## src/rtl/sipo_pkg.sv

```systemverilog
// Shared definitions for the serial-in/parallel-out deserializer.
//   state_t          : assembly FSM states (IDLE, SHIFT)
//   LSB_FIRST_ORDER  : MSB_FIRST encoding, first received bit -> data_out[0]
//   MSB_FIRST_ORDER  : MSB_FIRST encoding, first received bit -> data_out[WIDTH-1]
//   count_width()    : bit-count register width, $clog2(WIDTH+1)
package sipo_pkg;

    typedef enum logic {
        IDLE  = 1'b0,
        SHIFT = 1'b1
    } state_t;

    localparam bit LSB_FIRST_ORDER = 1'b0;
    localparam bit MSB_FIRST_ORDER = 1'b1;

    // The counter has to hold the value WIDTH itself, hence WIDTH+1.
    function automatic int count_width(input int width);
        return $clog2(width + 1);
    endfunction

endpackage

```

## src/rtl/sipo_deser_bit_counter.sv

```systemverilog
// Bit counter for the deserializer.
//   clk, rst  : clock, synchronous active-high reset (count -> 0)
//   clr       : synchronous clear to 0
//   load_one  : load 1 (first bit of a word accepted)
//   inc       : increment by one (another bit accepted)
//   count     : number of bits accepted for the current word
//   tc        : terminal count, high when the next increment reaches WIDTH
//               (the bit being accepted now completes the word)
module bit_counter #(
    parameter int WIDTH = 4,
    parameter int CW    = 3
) (
    input  logic          clk,
    input  logic          rst,
    input  logic          clr,
    input  logic          load_one,
    input  logic          inc,
    output logic [CW-1:0] count,
    output logic          tc
);

    always_ff @(posedge clk) begin
        if (rst || clr) begin
            count <= '0;
        end else if (load_one) begin
            count <= CW'(1);
        end else if (inc) begin
            count <= count + CW'(1);
        end
    end

    // Decoded from the registered count only, so the top's next-state logic
    // can qualify it with its own increment without a combinational loop.
    assign tc = (count == CW'(WIDTH - 1));

endmodule

```

## src/rtl/sipo_deser.sv

```systemverilog
// Serial-in/parallel-out deserializer.
// Assembles a framed serial bit stream into WIDTH-bit words.
//   clk, rst     : clock, synchronous active-high reset
//   serial_in    : serial data bit, sampled when in_valid=1
//   in_valid     : one bit accepted per cycle with in_valid=1
//   frame_start  : marks the accepted bit as bit 0 of a new word
//   data_out     : assembled word, stable while out_valid=1
//   out_valid    : data_out holds an unconsumed word
//   out_ready    : consumer accepts data_out when out_valid && out_ready
//   busy         : a word is partially assembled (state SHIFT)
//   frame_err    : one-cycle pulse, a partial word was discarded by frame_start
//   overrun      : sticky, a completed word was dropped (output full)
//   ovr_clr      : clears overrun (a simultaneous set wins)
//
// Handshake: a word transfers on every cycle where out_valid && out_ready.
// data_out/out_valid never change while out_valid=1 && out_ready=0, except
// through reset. A word completing in the same cycle as a transfer replaces
// the consumed one and out_valid stays high.
module sipo_deser
    import sipo_pkg::*;
#(
    parameter int WIDTH     = 4,
    parameter bit MSB_FIRST = LSB_FIRST_ORDER
) (
    input  logic             clk,
    input  logic             rst,
    input  logic             serial_in,
    input  logic             in_valid,
    input  logic             frame_start,
    output logic [WIDTH-1:0] data_out,
    output logic             out_valid,
    input  logic             out_ready,
    output logic             busy,
    output logic             frame_err,
    output logic             overrun,
    input  logic             ovr_clr
);

    localparam int CW = count_width(WIDTH);

    state_t           state;
    state_t           state_next;
    logic             load_one;
    logic             inc;
    logic             complete;
    logic             ferr_next;
    logic [CW-1:0]    count;
    logic             tc;
    logic [WIDTH-1:0] shreg;
    logic [WIDTH-1:0] asm_next;
    int               bit_k;
    int               bit_pos;

    bit_counter #(
        .WIDTH (WIDTH),
        .CW    (CW)
    ) u_bit_counter (
        .clk      (clk),
        .rst      (rst),
        .clr      (1'b0),
        .load_one (load_one),
        .inc      (inc),
        .count    (count),
        .tc       (tc)
    );

    // FSM state register
    always_ff @(posedge clk) begin
        if (rst) begin
            state <= IDLE;
        end else begin
            state <= state_next;
        end
    end

    // FSM next state and control strobes
    always_comb begin
        state_next = state;
        load_one   = 1'b0;
        inc        = 1'b0;
        complete   = 1'b0;
        ferr_next  = 1'b0;
        case (state)
            IDLE: begin
                // Bits without frame_start are not part of any word here.
                if (in_valid && frame_start) begin
                    load_one   = 1'b1;
                    state_next = SHIFT;
                end
            end
            SHIFT: begin
                if (in_valid) begin
                    if (frame_start) begin
                        // Restart on the new bit; the partial word is lost.
                        load_one  = 1'b1;
                        ferr_next = 1'b1;
                    end else begin
                        inc = 1'b1;
                        if (tc) begin
                            complete   = 1'b1;
                            state_next = IDLE;
                        end
                    end
                end
            end
            default: state_next = IDLE;
        endcase
    end

    // Word as it looks with the current bit placed. A load starts from zero
    // so no bits of an abandoned word survive into the new one.
    always_comb begin
        bit_k    = load_one ? 0 : int'(count);
        bit_pos  = (MSB_FIRST == MSB_FIRST_ORDER) ? (WIDTH - 1 - bit_k) : bit_k;
        asm_next = load_one ? '0 : shreg;
        for (int i = 0; i < WIDTH; i++) begin
            if ((load_one || inc) && (i == bit_pos)) begin
                asm_next[i] = serial_in;
            end
        end
    end

    // Assembly shift register
    always_ff @(posedge clk) begin
        if (rst) begin
            shreg <= '0;
        end else if (load_one || inc) begin
            shreg <= asm_next;
        end
    end

    // Output register and error flags
    always_ff @(posedge clk) begin
        if (rst) begin
            data_out  <= '0;
            out_valid <= 1'b0;
            overrun   <= 1'b0;
            frame_err <= 1'b0;
        end else begin
            frame_err <= ferr_next;
            if (complete) begin
                if (!out_valid || out_ready) begin
                    data_out  <= asm_next;
                    out_valid <= 1'b1;
                end else begin
                    overrun <= 1'b1;
                end
            end else if (out_valid && out_ready) begin
                out_valid <= 1'b0;
            end
            // A drop in this cycle takes priority over the clear.
            if (ovr_clr && !(complete && out_valid && !out_ready)) begin
                overrun <= 1'b0;
            end
        end
    end

    assign busy = (state == SHIFT);

endmodule

```

## config.mk

```make
export PLATFORM = sky130hd
export DESIGN_NAME = sipo_deser
export DESIGN_NICKNAME = d
export VERILOG_FILES = /design/src/rtl/sipo_pkg.sv /design/src/rtl/sipo_deser_bit_counter.sv /design/src/rtl/sipo_deser.sv
export SDC_FILE = /design/constraint.sdc
export NUM_CORES = 1
export LEC_CHECK = 0
export BUFFER_PORTS_ARGS = -buffer_cell sky130_fd_sc_hd__buf_4
export CAP_MARGIN = 25
export CORE_AREA = 2 2 39 41
export CTS_CLUSTER_DIAMETER = 40
export DETAILED_ROUTE_END_ITERATION = 8
export DIE_AREA = 0 0 41 43
export PLACE_DENSITY = 0.76
export SLEW_MARGIN = 5
export SYNTH_ARGS = -nofsm -noshare
export SYNTH_HDL_FRONTEND = slang
export SYNTH_SLANG_ARGS = --single-unit
```

## constraint.sdc

```tcl
create_clock -name clk -period 2.6 [get_ports clk]
set_input_delay 0.26 -clock clk [delete_from_list [all_inputs] [get_ports clk]]
set_output_delay 0.26 -clock clk [all_outputs]
set_load 0.005 [all_outputs]
```

==> results of run 1 <==
[cells by family (layout without fill, tap and decap cells)]
kind of cell	Yosys count	in the layout	synth area share [%]
AND/OR/NAND/NOR	31	31	26.11
flip-flops	15	15	44.44
AO/OA/AOI/OAI	13	13	13.52
buffers and inverters	6	20	4.815
multiplexers	4	4	7.408
adder cells (fa/ha/maj)	2	2	3.703
[power by group through the flow]
stage / sequential (mW) / clock (mW) / combinational (mW)
after global routing: 0.239 / 0.144 / 0.0336
final: 0.238 / 0.134 / 0.0299
after global placement: 0.243 / 0 / 0.0299
after floorplan: 0.241 / 0 / 0.0197
after CTS: 0.238 / 0.139 / 0.0301
after detailed placement: 0.243 / 0 / 0.0299
[final timing paths]
path | start | depth (start not counted) | endpoint | slack, ps
worst max-delay path | u_bit_counter.count[1] | 6 | data_out[2] | 760
worst min-delay path | frame_start | 2 | shreg[2] | 230
worst max register to register | u_bit_counter.count[1] | 6 | data_out[2] | 760
worst min register to register | shreg[0] | 2 | shreg[0] | 500
[registers in the layout, summed over array words and instances (netlist names)]
name,flops
frame_err,1
out_valid,1
data_out,4
overrun,1
shreg,4
u_bit_counter.count,3
busy,1
[area by class of cell]
cell class                 count  area, µm²
sequential                    15      300.3
clock buffer                   4      26.28
inverter                       2      7.507
fill                         132      581.8
timing repair buffer          14      105.1
tap                           16      20.02
multi-input combinational     50      342.8
[worst max-delay path, stage by stage, from the launching register on]
cell                       delay, ps
sky130_fd_sc_hd__dfxtp_1         440
sky130_fd_sc_hd__ha_1            200
sky130_fd_sc_hd__ha_1            160
sky130_fd_sc_hd__nand4b_1        150
sky130_fd_sc_hd__nor2b_1         500
sky130_fd_sc_hd__nor2_1           80
sky130_fd_sc_hd__a211oi_1        220
[per-stage QoR]
step	util (%)	area, µm²	instances	setup slack [ps]
CTS	57.96	802.0	101	749.7
global route	57.96	802.0	101	517.5
finish	57.96	802.0	101	757.5
global placement	56.06	775.7	97	882.7
detailed placement	56.06	775.7	97	770.1
floorplan	-	675.6	71	1173
[routing by layer]
| metal | vias up | track usage [%] | share of wire (%) |
|---|---|---|---|
| li1 | 277 | - | - |
| met1 | 260 | 22.30 | 45 |
| met2 | 13 | 23.13 | 47 |
| met3 | 2 | 3.141 | 5.5 |
| met4 | 0 | 12.00 | 2.1 |
| met5 | - | 0 | 0 |
[cells in the mapped netlist, drive strengths merged]
library cell  instances  area, µm²
nor3b                 1      7.510
nand4b                2      17.52
mux2i                 2      20.02
nor2b                 3      18.77
buf                   4      25.02
nand2                 8      32.54
ha                    2      25.02
dfxtp                15      300.3
nand2b                1      6.260
nor4b                 1      8.760
nor3                  1      5.000
o21ai                 2      10.01
inv                   2      7.510
nand3                 1      10.01
o22ai                 1      6.260
a21oi                 4      20.02
mux2                  2      30.03
nor2                 10      37.54
and4bb                1      12.51
a211oi                5      47.54
and4b                 1      13.76
o21a                  1      7.510
nand4                 1      6.260
==> impl.org, run 1 <==
** Drt
- Routed Wire Length :: 1.214 mm
- After detailed routing, the number of vias per cell comes to 5.465.
- The detail route stage leaves a number of antenna-violating nets equal to 0.
- For this block, the initial DRC count from the detailed router was 8.
- Detailed Routing Iterations Pass 1 :: 4
- The final route contains 552 vias.
- Remaining routing DRC violations :: 0
- Detailed-route wire length per cell :: 12.02 µm

** Synth
- The number of nets in the synthesized netlist is 80.
- Part of the Yosys area used for sequential elements :: 44.44%
- The cell area that synthesis handed to floorplanning was 675.6 µm².
- Cells after synthesis :: 71
- Yosys mapped the design onto 26 distinct sky130hd cell types.
- Dividing the synthesized area by the synthesized cell count gives 9.516 µm².
- Number of flip-flops and latches in the synthesized netlist :: 15
- The Yosys step of the flow raised 0 warnings.

** STA
- Number of endpoints failing setup at the final stage :: 0
- Static timing analysis puts the maximum clock frequency at 542.7 MHz.
- For the pin with the worst max-slew slack, the measured transition is 570.4 ps.
- The number of hold violations in the final report was 0.
- Setup repair after global routing left no endpoint under its margin.
- The final count of pins violating max slew came to 0.
- The worst path needs 1842 ps of the cycle, external delays included.
- Dividing the final minimum period by the clock period gives 70.87%.
- In the final timing run, aggregate negative setup slack is 0 ps.
- Max Clock Skew :: 5.273 ps
- Worst hold slack :: 228.0 ps
- Headroom to the max-slew limit :: 61.90%

** Pwr
- Leak pwr :: 0.3174 nW
- The completed layout was analyzed and its total power is 401.6 µW.
- Dividing total power by cell area gives a power density of 500.7 mW/mm².
- Peak supply drop :: 0.2570 mV
- The share of total power dissipated in combinational logic is 7.4%.
- Per report_power, the clock group accounts for 33.3% of the total.
- Switch Pwr :: 93.99 µW
- Internal power comes to 307.6 µW.
- Sequential cell fraction of total power :: 59.3%
- Switching Fraction :: 23.40%

** Clock tree
- In this run the number of H-tree levels came out at 1.
- Gates resized, CTS repair :: 0
- Clock Sinks :: 15
- Skew-Pair Late Insertion Delay :: 280 ps
- The cell sitting at the root of the clock tree is a sky130_fd_sc_hd__clkbuf_4.
- Max Root-Sink Buffers :: 2
- In this run, CTS created clock tree buffers numbering 3.
- Clock-pin transition on the worst setup and hold timing paths :: 90 ps
- After clock tree synthesis, the flow added hold-fix buffers numbering 0.
- Post-CTS Setup Bufs :: 0
- TritonCTS built the clock tree.

** Cells and area
- Most common library cell in the layout ignoring fill and taps :: sky130_fd_sc_hd__dfxtp_1
- Most frequent cells in the layout :: 15 x sky130_fd_sc_hd__dfxtp_1, 14 x sky130_fd_sc_hd__buf_4, 10 x sky130_fd_sc_hd__nor2_1
- Syn-to-layout area delta :: 18.70%
- Final layout net count :: 95
- Diode count :: 0
- In the final layout, the share of cells above drive strength 1 is 29.41%.

** Global route
- For this run the aggregate overflow at the end of global routing stands at 0.
- The via count of the first global-routing pass came to 487.
- First-pass GRT wire length :: 1.966 mm
- Global routing used 16.77% of the available tracks across all layers.
- Maximum number of pins on one net before global-route repair :: 16
- Initial antenna violation count :: 0

** Critical path
- Element type at the critical path end :: flip-flop
- For the worst setup path, the data arrival time is 2040 ps.
- The critical path in this run is classified as reg -> reg.
- STA puts the critical path data required time at 2800 ps.
- The worst setup path is launched from a flip-flop.
- Max FO, Critical Path :: 8

** Floorplanning
- Die footprint :: 0.001763 mm²
- Initial cell density of the core :: 48.82%
- After floorplanning, the core was divided into 14 placement rows.
- Horizontal die dimension :: 41 µm
- Pin placement for this block handled 15 I/O pins.
- DIE HEIGHT :: 43 µm
- In this run the standard cell core region covers 0.001384 mm².

** Place
- Port Buffers :: 14
- The HPWL after detailed placement is 884 µm.
- Routability-driven placement finished with a final weighted congestion of 0.8382.

** Worst hold path
- The path class of the tightest hold or removal check is in -> reg.

** Flow run
- Max-cap violations in this run came to 0.

** Outcome
- The run finished with clean final reports.
Note: power is estimated with default switching activity, not from simulation.
==> run 2: changes to the inputs <==
--- a/config.mk
+++ b/config.mk
@@ -5,12 +5,12 @@
 export SDC_FILE = /design/constraint.sdc
 export NUM_CORES = 1
 export LEC_CHECK = 0
+export ABC_AREA = 1
 export BUFFER_PORTS_ARGS = -buffer_cell sky130_fd_sc_hd__buf_4
 export CAP_MARGIN = 25
-export CORE_AREA = 2 2 39 41
+export CORE_UTILIZATION = 51
 export CTS_CLUSTER_DIAMETER = 40
 export DETAILED_ROUTE_END_ITERATION = 8
-export DIE_AREA = 0 0 41 43
 export PLACE_DENSITY = 0.76
 export SLEW_MARGIN = 5
 export SYNTH_ARGS = -nofsm -noshare
==> constraint.sdc (replaced) <==
create_clock -name clk -period 1.88 [get_ports clk]
set_input_delay 0.188 -clock clk [delete_from_list [all_inputs] [get_ports clk]]
set_output_delay 0.188 -clock clk [all_outputs]
set_load 0.005 [all_outputs]
==> run 2 against run 1 <==
Effect of this change: final cell count increased by 31%; register-to-register slack got worse by 200 ps; setup slack got worse by 200 ps; power increased by 42%; via count increased by 15%; first-iteration DRC count increased by 13%; clock power increased by 39%; combinational power increased by 86%; routed wire length increased by 11%; sequential share of layout area decreased by 2.8 points; critical path type unchanged; highest routed layer unchanged.
==> impl.org, run 2 <==
** Synth
- The unique cell type count in the Yosys netlist came to 19 (-27%).
- The synthesized-area fraction occupied by xor and xnor cells is 0% (unchanged).
- Number of flip-flops and latches in the synthesized netlist :: 15 (unchanged)
- The top-area cell type share of the netlist area is 41.74% (-2.7 points).
- The count of warnings emitted by yosys is 0 (unchanged).
- Async set or reset register ratio after synthesis :: 0% (unchanged)
- EDFF count, synth :: 0 (unchanged)
- The mean cell area of the mapped netlist was 7.194 µm² (-24%).
- The share of synthesized cell area in full adder, half adder and majority cells is 3.478% (-0.23 points).
- By area, the combinational part of the netlist is dominated by simple AND/OR/NAND/NOR gates.
- Mapped Area :: 719.4 µm² (+6.5%)
- Compound-cell area share of the yosys netlist :: 12.52% (-1.0 points)
- The multiplexer area fraction after synthesis is 0% (-7.4 points).
- Part of the Yosys area used for sequential elements :: 41.74% (-2.7 points)
- Cell types occupying the most area after synthesis :: sky130_fd_sc_hd__dfxtp_1 42%, sky130_fd_sc_hd__inv_1 8.9%, sky130_fd_sc_hd__nand2_1 8.9%
- For this run, the leading register cell type out of synthesis is sky130_fd_sc_hd__dfxtp_1.
- The area fraction in and, or, nand and nor cells after synthesis came to 30.78% (+4.7 points).
- Synthesized Nets :: 109 (+36%)
- The gate count after technology mapping is 100 (+41%).
- The biggest area contributor in the post-synthesis netlist is sky130_fd_sc_hd__dfxtp_1.
- By count the netlist is led by 17 x sky130_fd_sc_hd__inv_1, 17 x sky130_fd_sc_hd__nand2_1, 15 x sky130_fd_sc_hd__dfxtp_1.

** Pwr
- The proportion of power drawn by the clock network came to 32.5% (-0.8 points).
- The power share of the combinational group is 9.7% (+2.3 points).
- Peak supply drop :: 0.3694 mV (+44%)
- The power per standard cell area is 660.1 mW/mm² (+32%).
- Internal cell power :: 429.4 µW (+40%)
- Switch Pwr :: 142.2 µW (+51%)
- The sequential share of power is 57.7% (-1.6 points).
- Switching Fraction :: 24.87% (+1.5 points)
- Leak pwr :: 0.3816 nW (+20%)

** STA
- Final critical-path share of the clock period :: 70.40% (-0.46 points)
- Setup repair after global routing left no endpoint under its margin.
- The setup clock skew after layout came to 1.855 ps (-3.419 ps).
- The peak clock frequency supported by timing was 755.5 MHz (+39%).
- The final count of negative-setup-slack endpoints came to 0 (unchanged).
- Number of endpoints with negative hold slack in the final report :: 0 (unchanged)
- The summed negative setup slack over all endpoints came to 0 ps (unchanged).
- The worst hold slack across all endpoints is 139.5 ps (-88.55 ps).
- Slew at the pin closest to its max-slew limit :: 220.7 ps (-349.7 ps)
- The shortest period the worst path allows was 1324 ps (-518.9 ps).
- The tightest slew margin relative to the limit came to 85.25% (+23 points).
- The final count of pins violating max slew was 0 (unchanged).

** Global route
- First-pass GRT wire length :: 2.097 mm (+6.7%)
- Initial antenna violation count :: 0 (unchanged)
- Global router's overall resource usage :: 20.38% (+3.6 points)
- The via count of the first global-routing pass is 529 (+8.6%).
- Maximum number of pins on one net before global-route repair :: 15 (-1)
- The aggregate global routing overflow is 0 (unchanged).

** Drt
- Total vias in the final route :: 635 (+15%)
- Detailed-route wire length per cell :: 10.20 µm (-15%)
- Routed Wire Length :: 1.347 mm (+11%)
- The initial DRC count came to 9 (+1).
- Remaining routing DRC violations :: 0 (unchanged)
- The number of nets with antenna violations after detailed routing was 0 (unchanged).
- The number of vias per cell after detailed routing was 4.811 (-12%).
- Detailed Routing Iterations Pass 1 :: 4 (unchanged)

** Clock tree
- The hold buffer count at cts came to 0 (unchanged).
- The post-CTS resize count came to 0 (unchanged).
- Skew-Pair Late Insertion Delay :: 290 ps (about the same)
- The clock tree buffer depth came to 2 (unchanged).
- The tree is rooted in a sky130_fd_sc_hd__clkbuf_4.
- The number of buffers created by CTS is 3 (unchanged).
- The number of buffers inserted by post-CTS setup repair came to 0 (unchanged).
- The clock transition time at the flip-flop clock pins of the worst setup and hold paths was 90 ps (about the same).
- Number of H-tree levels :: 1 (unchanged)
- Clock Sinks :: 15 (unchanged)
- TritonCTS built the clock tree.

** Outcome
- The run finished with clean final reports.

** Floorplanning
- The effective utilization at floorplan is 55.29% (+6.5 points).
- The standard-cell row count came to 13 (-1).
- Horizontal die dimension :: 39.56 µm (-3.5%)
- The count of pins on the block boundary is 15 (unchanged).
- The die outline area came to 0.001565 mm² (-11%).
- The area inside the core boundary was 0.001301 mm² (-6.0%).
- DIE HEIGHT :: 39.56 µm (-8.0%)

** Cells and area
- Diode count :: 0 (unchanged)
- The share of layout cells above drive strength 1 was 23.93% (-5.5 points).
- Syn-to-layout area delta :: 20.35%
- The number of nets in the layout is 127 (+34%).
- In the layout the commonest cells are 17 x sky130_fd_sc_hd__inv_1, 17 x sky130_fd_sc_hd__nand2_1, 15 x sky130_fd_sc_hd__dfxtp_1.
- The largest registers in the layout are data_out: 4 flops, shreg: 4 flops, u_bit_counter.count: 3 flops.
- The fill cell total of the finished layout came to 118 (-11%).

** Critical path
- Critical path data required time :: 2080 ps (-720 ps)
- Startpoint class of the critical path :: flip-flop
- The largest fanout of any net on the critical path was 7 (-1).
- CP Data Arrival Time :: 1520 ps (-520 ps)
- Kind of critical path :: reg -> reg
- STA classifies the critical path endpoint as a flip-flop.

** Place
- The final estimated routing congestion in global placement came to 0.7968 (-4.9%).
- Half-perimeter wire length after placement :: 1.041 mm (+18%)
- The number of I/O port buffers is 14 (unchanged).

** Worst hold path
- Tightest Hold Check Type :: in -> reg

** Flow run
- Number of violations of the max-capacitance limit :: 0 (unchanged)
run 2: area by class of cell:
cell class | count | area (µm²) | share of cell area (%)
clock buffer | 4 | 26.28 | 3.035
multi-input combinational | 63 | 336.6 | 38.87
sequential | 15 | 300.3 | 34.68
tap | 15 | 18.77 | 2.168
inverter | 21 | 78.83 | 9.104
timing repair buffer | 14 | 105.1 | 12.14
run 2: final timing paths:
check	start	end	slack, ps	cells past startpoint
setup / recovery	u_bit_counter.count[0]	data_out[0]	560	7
hold / removal	ovr_clr	overrun	140	4
setup reg to reg	u_bit_counter.count[0]	data_out[0]	560	7
hold reg to reg	overrun	overrun	470	2
run 2: power groups by stage:
| stage | clock network [mW] | registers (mW) | logic (mW) |
|---|---|---|---|
| 3_5_place_dp | 0 | 0.337 | 0.0555 |
| 6_report | 0.186 | 0.330 | 0.0555 |
| 3_3_place_gp | 0 | 0.337 | 0.0548 |
| 4_1_cts | 0.188 | 0.330 | 0.0556 |
| 2_1_floorplan | 0 | 0.336 | 0.0330 |
| 5_1_grt | 0.200 | 0.331 | 0.0623 |
run 2: logic make-up (layout without fill, tap and decap cells):
kind of cell	count (synthesis)	after routing
compound gates	15	15
fa+ha+maj	2	2
buf+inv	22	39
flops	15	15
simple gates	46	46
run 2: worst max-delay path, cell delays in order (launching register included):
cell and delay (ps):
sky130_fd_sc_hd__dfxtp_1 440, sky130_fd_sc_hd__ha_1 190, sky130_fd_sc_hd__ha_1 220, sky130_fd_sc_hd__nand3_4 120
sky130_fd_sc_hd__inv_2 100, sky130_fd_sc_hd__nand3_1 80, sky130_fd_sc_hd__nand2_1 60, sky130_fd_sc_hd__inv_1 30
run 2: layer usage:
layer  vias up  track usage [%]  routed length [µm]
met2         9            33.20                 587
met3         6            5.114                  40
met1       269            23.21                 679
met5         -                0                   0
li1        351                -                   -
met4         0            12.93                  40
run 2: stage by stage:
stage | instances | utilization [%] | total power [mW] | setup slack, ps | area (µm²)
2_1_floorplan | 100 | - | 0.3694 | 683.0 | 719.4
3_3_place_gp | 128 | 64.52 | 0.3915 | 615.7 | 839.6
3_5_place_dp | 128 | 64.52 | 0.3929 | 562.1 | 839.6
4_1_cts | 132 | 66.54 | 0.5742 | 543.5 | 865.8
5_1_grt | 132 | 66.54 | 0.5928 | 473.1 | 865.8
6_report | 132 | 66.54 | 0.5715 | 556.4 | 865.8
